--- src/rtl/ebpc_pkg.sv ---
// Shared types and constants for the EBPC bit-plane path: block geometry,
// the delta bit-plane block handed between stages, and the serialized beat.
package ebpc_pkg;

  localparam int DATA_W      = 8;
  localparam int BLOCK_SIZE  = 8;
  localparam int N_PLANES    = DATA_W + 1;
  localparam int PLANE_W     = BLOCK_SIZE - 1;
  localparam int PLANE_CNT_W = $clog2(N_PLANES);

  typedef logic [PLANE_W-1:0] plane_t;

  // dbp[0] is the MSB plane, dbp[DATA_W] the LSB plane.
  typedef struct packed {
    plane_t [N_PLANES-1:0] dbp;
    logic [DATA_W-1:0]     base;
    logic                  flush;
  } dbp_block_t;

  typedef struct packed {
    plane_t                 dbp;
    plane_t                 dbx;
    logic [PLANE_CNT_W-1:0] plane_idx;
    logic                   first;
    logic                   last;
    logic                   flush;
  } dbx_beat_t;

  typedef enum logic {
    ST_IDLE   = 1'b0,
    ST_STREAM = 1'b1
  } ser_state_e;

  // Plane 0 has no predecessor, so it passes through unchanged.
  function automatic plane_t dbx_of(input plane_t cur, input plane_t prev, input logic first);
    return first ? cur : (cur ^ prev);
  endfunction

endpackage

--- src/rtl/dbx_plane_serializer.sv ---
// Emits a captured delta bit-plane block one plane per cycle, MSB plane first,
// alongside its DBX plane. Optional zero-run outputs under DBX_ZERO_RUN_EN.
module dbx_plane_serializer
  import ebpc_pkg::*;
(
  input  logic                   clk_i,
  input  logic                   rst_i,
  input  dbp_block_t             dbp_block_i,
  input  logic                   vld_i,
  output logic                   rdy_o,
  output logic [BLOCK_SIZE-2:0]  dbp_o,
  output logic [BLOCK_SIZE-2:0]  dbx_o,
  output logic [DATA_W-1:0]      base_o,
  output logic [PLANE_CNT_W-1:0] plane_idx_o,
  output logic                   first_o,
  output logic                   last_o,
  output logic                   flush_o,
  output logic                   vld_o,
  input  logic                   rdy_i,
  output logic                   idle_o
`ifdef DBX_ZERO_RUN_EN
  ,
  output logic                   dbx_zero_o,
  output logic [PLANE_CNT_W:0]   zero_run_o
`endif
);

  // Handshake: a transfer happens on a cycle where valid and ready are both high;
  // valid never waits on ready, and rdy_o looks at rdy_i only on the last beat.

  ser_state_e             state_q, state_d;
  dbp_block_t             blk_q;
  logic [PLANE_CNT_W-1:0] cnt_q, cnt_d;
  logic [PLANE_CNT_W-1:0] prev_idx;
  logic                   load;
  logic                   hs;
  logic                   last_beat;
  dbx_beat_t              beat;

  assign last_beat = (cnt_q == PLANE_CNT_W'(DATA_W));
  assign prev_idx  = cnt_q - 1'b1;

  always_comb begin
    state_d = state_q;
    cnt_d   = cnt_q;
    load    = 1'b0;
    hs      = 1'b0;
    rdy_o   = 1'b0;
    vld_o   = 1'b0;
    idle_o  = 1'b0;
    case (state_q)
      ST_IDLE: begin
        rdy_o  = 1'b1;
        idle_o = 1'b1;
        if (vld_i) begin
          load    = 1'b1;
          cnt_d   = '0;
          state_d = ST_STREAM;
        end
      end
      ST_STREAM: begin
        vld_o = 1'b1;
        if (rdy_i) begin
          hs = 1'b1;
          if (!last_beat) begin
            cnt_d = cnt_q + 1'b1;
          end else begin
            // Last beat frees the block register, so a waiting block loads with no bubble.
            rdy_o = 1'b1;
            cnt_d = '0;
            if (vld_i) begin
              load = 1'b1;
            end else begin
              state_d = ST_IDLE;
            end
          end
        end
      end
      default: begin
        state_d = ST_IDLE;
        cnt_d   = '0;
      end
    endcase
  end

  always_comb begin
    beat = '0;
    if (state_q == ST_STREAM) begin
      beat.dbp       = blk_q.dbp[cnt_q];
      beat.dbx       = dbx_of(blk_q.dbp[cnt_q], blk_q.dbp[prev_idx], cnt_q == '0);
      beat.plane_idx = cnt_q;
      beat.first     = (cnt_q == '0);
      beat.last      = last_beat;
      beat.flush     = blk_q.flush & last_beat;
    end
  end

  assign dbp_o       = beat.dbp;
  assign dbx_o       = beat.dbx;
  assign plane_idx_o = beat.plane_idx;
  assign first_o     = beat.first;
  assign last_o      = beat.last;
  assign flush_o     = beat.flush;
  assign base_o      = (state_q == ST_STREAM) ? blk_q.base : '0;

  always_ff @(posedge clk_i or posedge rst_i) begin
    if (rst_i) begin
      state_q <= ST_IDLE;
      blk_q   <= '0;
      cnt_q   <= '0;
    end else begin
      state_q <= state_d;
      cnt_q   <= cnt_d;
      if (load) begin
        blk_q <= dbp_block_i;
      end
    end
  end

`ifdef DBX_ZERO_RUN_EN
  logic [PLANE_CNT_W:0] zero_run_q;

  // Counts all-zero DBX planes already sent in this block; any non-zero plane restarts it.
  always_ff @(posedge clk_i or posedge rst_i) begin
    if (rst_i) begin
      zero_run_q <= '0;
    end else if (load || (hs && last_beat)) begin
      zero_run_q <= '0;
    end else if (hs) begin
      zero_run_q <= (beat.dbx == '0) ? zero_run_q + 1'b1 : '0;
    end
  end

  assign dbx_zero_o = (dbx_o == '0);
  assign zero_run_o = zero_run_q;
`endif

endmodule

--- config.mk ---
export PLATFORM = sky130hd
export DESIGN_NAME = dbx_plane_serializer
export DESIGN_NICKNAME = d
export VERILOG_FILES = /design/src/rtl/ebpc_pkg.sv /design/src/rtl/dbx_plane_serializer.sv
export SDC_FILE = /design/constraint.sdc
export NUM_CORES = 1
export LEC_CHECK = 0
export BUFFER_PORTS_ARGS = -buffer_cell sky130_fd_sc_hd__buf_2
export CAP_MARGIN = 5
export CELL_PAD_IN_SITES_DETAIL_PLACEMENT = 0
export CELL_PAD_IN_SITES_GLOBAL_PLACEMENT = 1
export CORE_AREA = 2 2 102 104
export CTS_CLUSTER_SIZE = 24
export DETAILED_ROUTE_END_ITERATION = 6
export DIE_AREA = 0 0 104 106
export PLACE_DENSITY = 0.79
export SLEW_MARGIN = 10
export SYNTH_ARGS = -nofsm -noshare
export SYNTH_HDL_FRONTEND = slang
export SYNTH_SLANG_ARGS = --single-unit
export TNS_END_PERCENT = 100
--- constraint.sdc ---
create_clock -name clk_i -period 9.3 [get_ports clk_i]
set_clock_uncertainty 0.05 [all_clocks]
set_input_delay 2.79 -clock clk_i [delete_from_list [all_inputs] [get_ports clk_i]]
set_output_delay 2.79 -clock clk_i [all_outputs]
set_load 0.005 [all_outputs]
==> key figures <==
Timing
  • Final setup viols: 0
  • Tightest Pin Transition: just under 1000 ps
  • Hold Violations, Final: 0
  • Slew headroom: 33.8%
  • RSZ-0062 raised after global routing: false
  • Final Max Tran Viols: 0
  • Final Cycle Share: 72.0%
  • Min Tclk post-route: 6690 ps
  • Setup_tns: 0 ps
  • Max Clk Rate: 0.149 GHz

Yosys
  • Yosys warns: 0
  • Post-synthesis cell count: 337
  • Synth cell count leaders: mux2_1, dfrtp_1, nor2_1, mux4_2, and2_1
  • Post-Synthesis Cell Area: about 4400 um2
  • Top cell type by total area after synthesis: dfrtp_1
  • Top cells by area, synth: dfrtp_1, mux2_1, mux4_2
  • EDFF count, synth: 0
  • Post-synth net total: around 420
  • Top FF cell, synth: dfrtp_1
  • Most common cell in the netlist: mux2_1
  • Yosys reg bits: 77
  • Avg Inst Size Synth: ~13 um2
  • Async S/R FF share, synth: between 90% and 100%
  • Top-area cell type share of the netlist area: 43.8%
  • Register area share after synthesis: between 40% and 50%
  • Count of cell types in the netlist: 38

Pwr
  • Part of the power in registers: roughly 36%
  • Power per cell area: 378 nW/um2
  • Sw Pwr: approximately 730 uW
  • Internal power: 1.20 mW
  • Combinational share of power: approximately 50%
  • Leakage: ~2.3 nW
  • Worst VDD drop: a little over 0.2 mV
  • Clock power share: ~14%
  • Sw frac: 37.8%

Floorplan
  • Die area: approximately 11000 um2
  • Row count: 37
  • Total core area: about 10000 um2
  • I/O pin count: ~110
  • Starting density of the core: 44.0%
  • Die W: 104 um
  • Die Ht: ~110 um

Run status
  • Status: completed

Route
  • Vias post-DR: around 3000
  • # DRC: 0
  • Drt first pass iters: 4
  • Vias per std cell: 5.34
  • WL/cell: about 18 um
  • Routed Antenna Nets: 0
  • Total Wirelength: 10.3 mm
  • DRT iter0 DRCs: around 160

Min path
  • Hold Crit Class: reg -> reg

Worst setup path
  • CP arrival: roughly 3900 ps
  • Slowest CP cell: dfrtp_2
  • Crit Path Category: reg -> out
  • CP cell instances: inv_1 -> ha_1 -> mux4_2 -> o22ai_1 -> nor2_1 -> mux2_1 -> buf_2
  • CP bufs+invs: 2
  • Crit path capture type: output pin
  • Crit-path max FO: 45
  • Slowest stage delay, CP: ~1000 ps
  • Required @ worst endpoint: roughly 6500 ps
  • Worst setup SP type: register
  • Crit path max-delay family: flip-flops

Placement
  • I/O Buffers: approximately 110
  • Placer Congestion: 0.815
  • DP HPWL: approximately 7.4 mm

Final layout
  • Utilization after layout: a little over 50%
  • Nets: between 500 and 600
  • Layout overhead on the synthesized area: 16.5%
  • # fillers: about 930
  • Layout cell share with drive strength beyond 1: approximately 35%
  • ANT cells: 0

CTS
  • Post-CTS Hold Buffers: 0
  • CTS Buf Count: 9
  • PostCTS Resize Cnt: 0
  • Reg clk slew, reported paths: about 90 ps
  • Clk root buf: clkbuf_8
  • Clock Latency Late Sink: ~360 ps
  • Post-CTS setup buffers: 0
  • H-tree Lvls: 3
  • Clock buffer depth: 2
  • CTS tree: built
  • Clk sinks: between 70 and 80

Global routing
  • Initial antenna violation count: 0
  • Vias in the first global route: approximately 3200
  • GR Util All Layers: between 10% and 20%
  • First-pass GRT wire length: between 15 and 20 mm
  • Largest net degree at the start of global routing: 78
  • Total grt overflow: 0

Flow run
  • Max cap viols: 0
cells in the final DEF (no fill, tap or decap), types with 2 or more instances in the layout:
cell type	instances
clkbuf_8	9
buf_2	107
inv_1	4
a211oi_1	7
clkinvlp_4	3
bufinv_16	2
mux2_1	88
mux2_4	2
nand2_1	14
o21ai_0	4
mux4_1	2
ha_1	3
and3_1	2
and3b_1	2
mux2_2	3
o31ai_1	7
mux4_2	19
nor2_1	26
and2_1	17
nand2b_1	2
dfrtp_1	76
o22ai_1	14
flip-flops by register name (all words and copies together) (netlist names):
signal	cells
blk_q	72
cnt_q	4
state_q	1
logic make-up after synthesis:
logic type / synth area share, %
DFF: 43.8
adders and majority gates: 0.854
and+or+nand+nor: 8.31
muxes: 35.1
buffers and inverters: 5.09
AOI/OAI and AO/OA: 6.37
xor gates and xnor gates: 0.398
worst paths after layout:
path                       cells after the start  slack (ps)     start   endpoint
max in group asynchronous                      3        5820     rst_i   cnt_q[0]
hold reg to reg                                1         430  blk_q[5]   blk_q[5]
min in group asynchronous                      3        2660     rst_i  blk_q[34]
setup / recovery                               7        2610  cnt_q[0]   dbx_o[5]
hold / removal                                 1         430  blk_q[5]   blk_q[5]
setup reg to reg                               7        6000  cnt_q[0]  blk_q[24]
power groups by stage:
stage                     logic (mW)  clock network, mW  registers, mW
final                          0.971              0.279          0.689
after global routing            1.06              0.299          0.716
after CTS                      0.973              0.287          0.688
after detailed placement       0.966                  0          0.696
after global placement         0.945                  0          0.683
after floorplan                0.802                  0          0.565
final cells by class:
cell class	instances	area [um2]	area share [%]
Clock buffer	10	128	2.49
Clock inverter	6	87.6	1.71
Inverter	5	18.8	0.366
Multi-Input combinational cell	228	2250	43.9
Sequential cell	77	1930	37.6
Tap cell	136	170	3.32
Timing Repair Buffer	108	543	10.6
per-layer routing:
layer	part of all wire, %	wire, um	GRT usage [%]	vias to the layer above
met1	45	4650	26.5	1505
li1	-	-	-	1422
met4	1.4	144	6.66	0
met5	0	0	0	-
met2	47	4840	31.5	106
met3	6.7	697	4.78	8
stage by stage:
step	area, um2	instances	worst slack, ps	hold slack [ps]	total power, mW
5_1_grt	5120	570	2330	459	2.07
3_5_place_dp	4910	554	3000	417	1.66
6_report	5120	570	2610	432	1.94
4_1_cts	5120	570	2570	437	1.95
2_1_floorplan	4400	337	3550	399	1.37
3_3_place_gp	4910	554	3130	409	1.63
No activity file was read; power rests on OpenSTA's default activity.
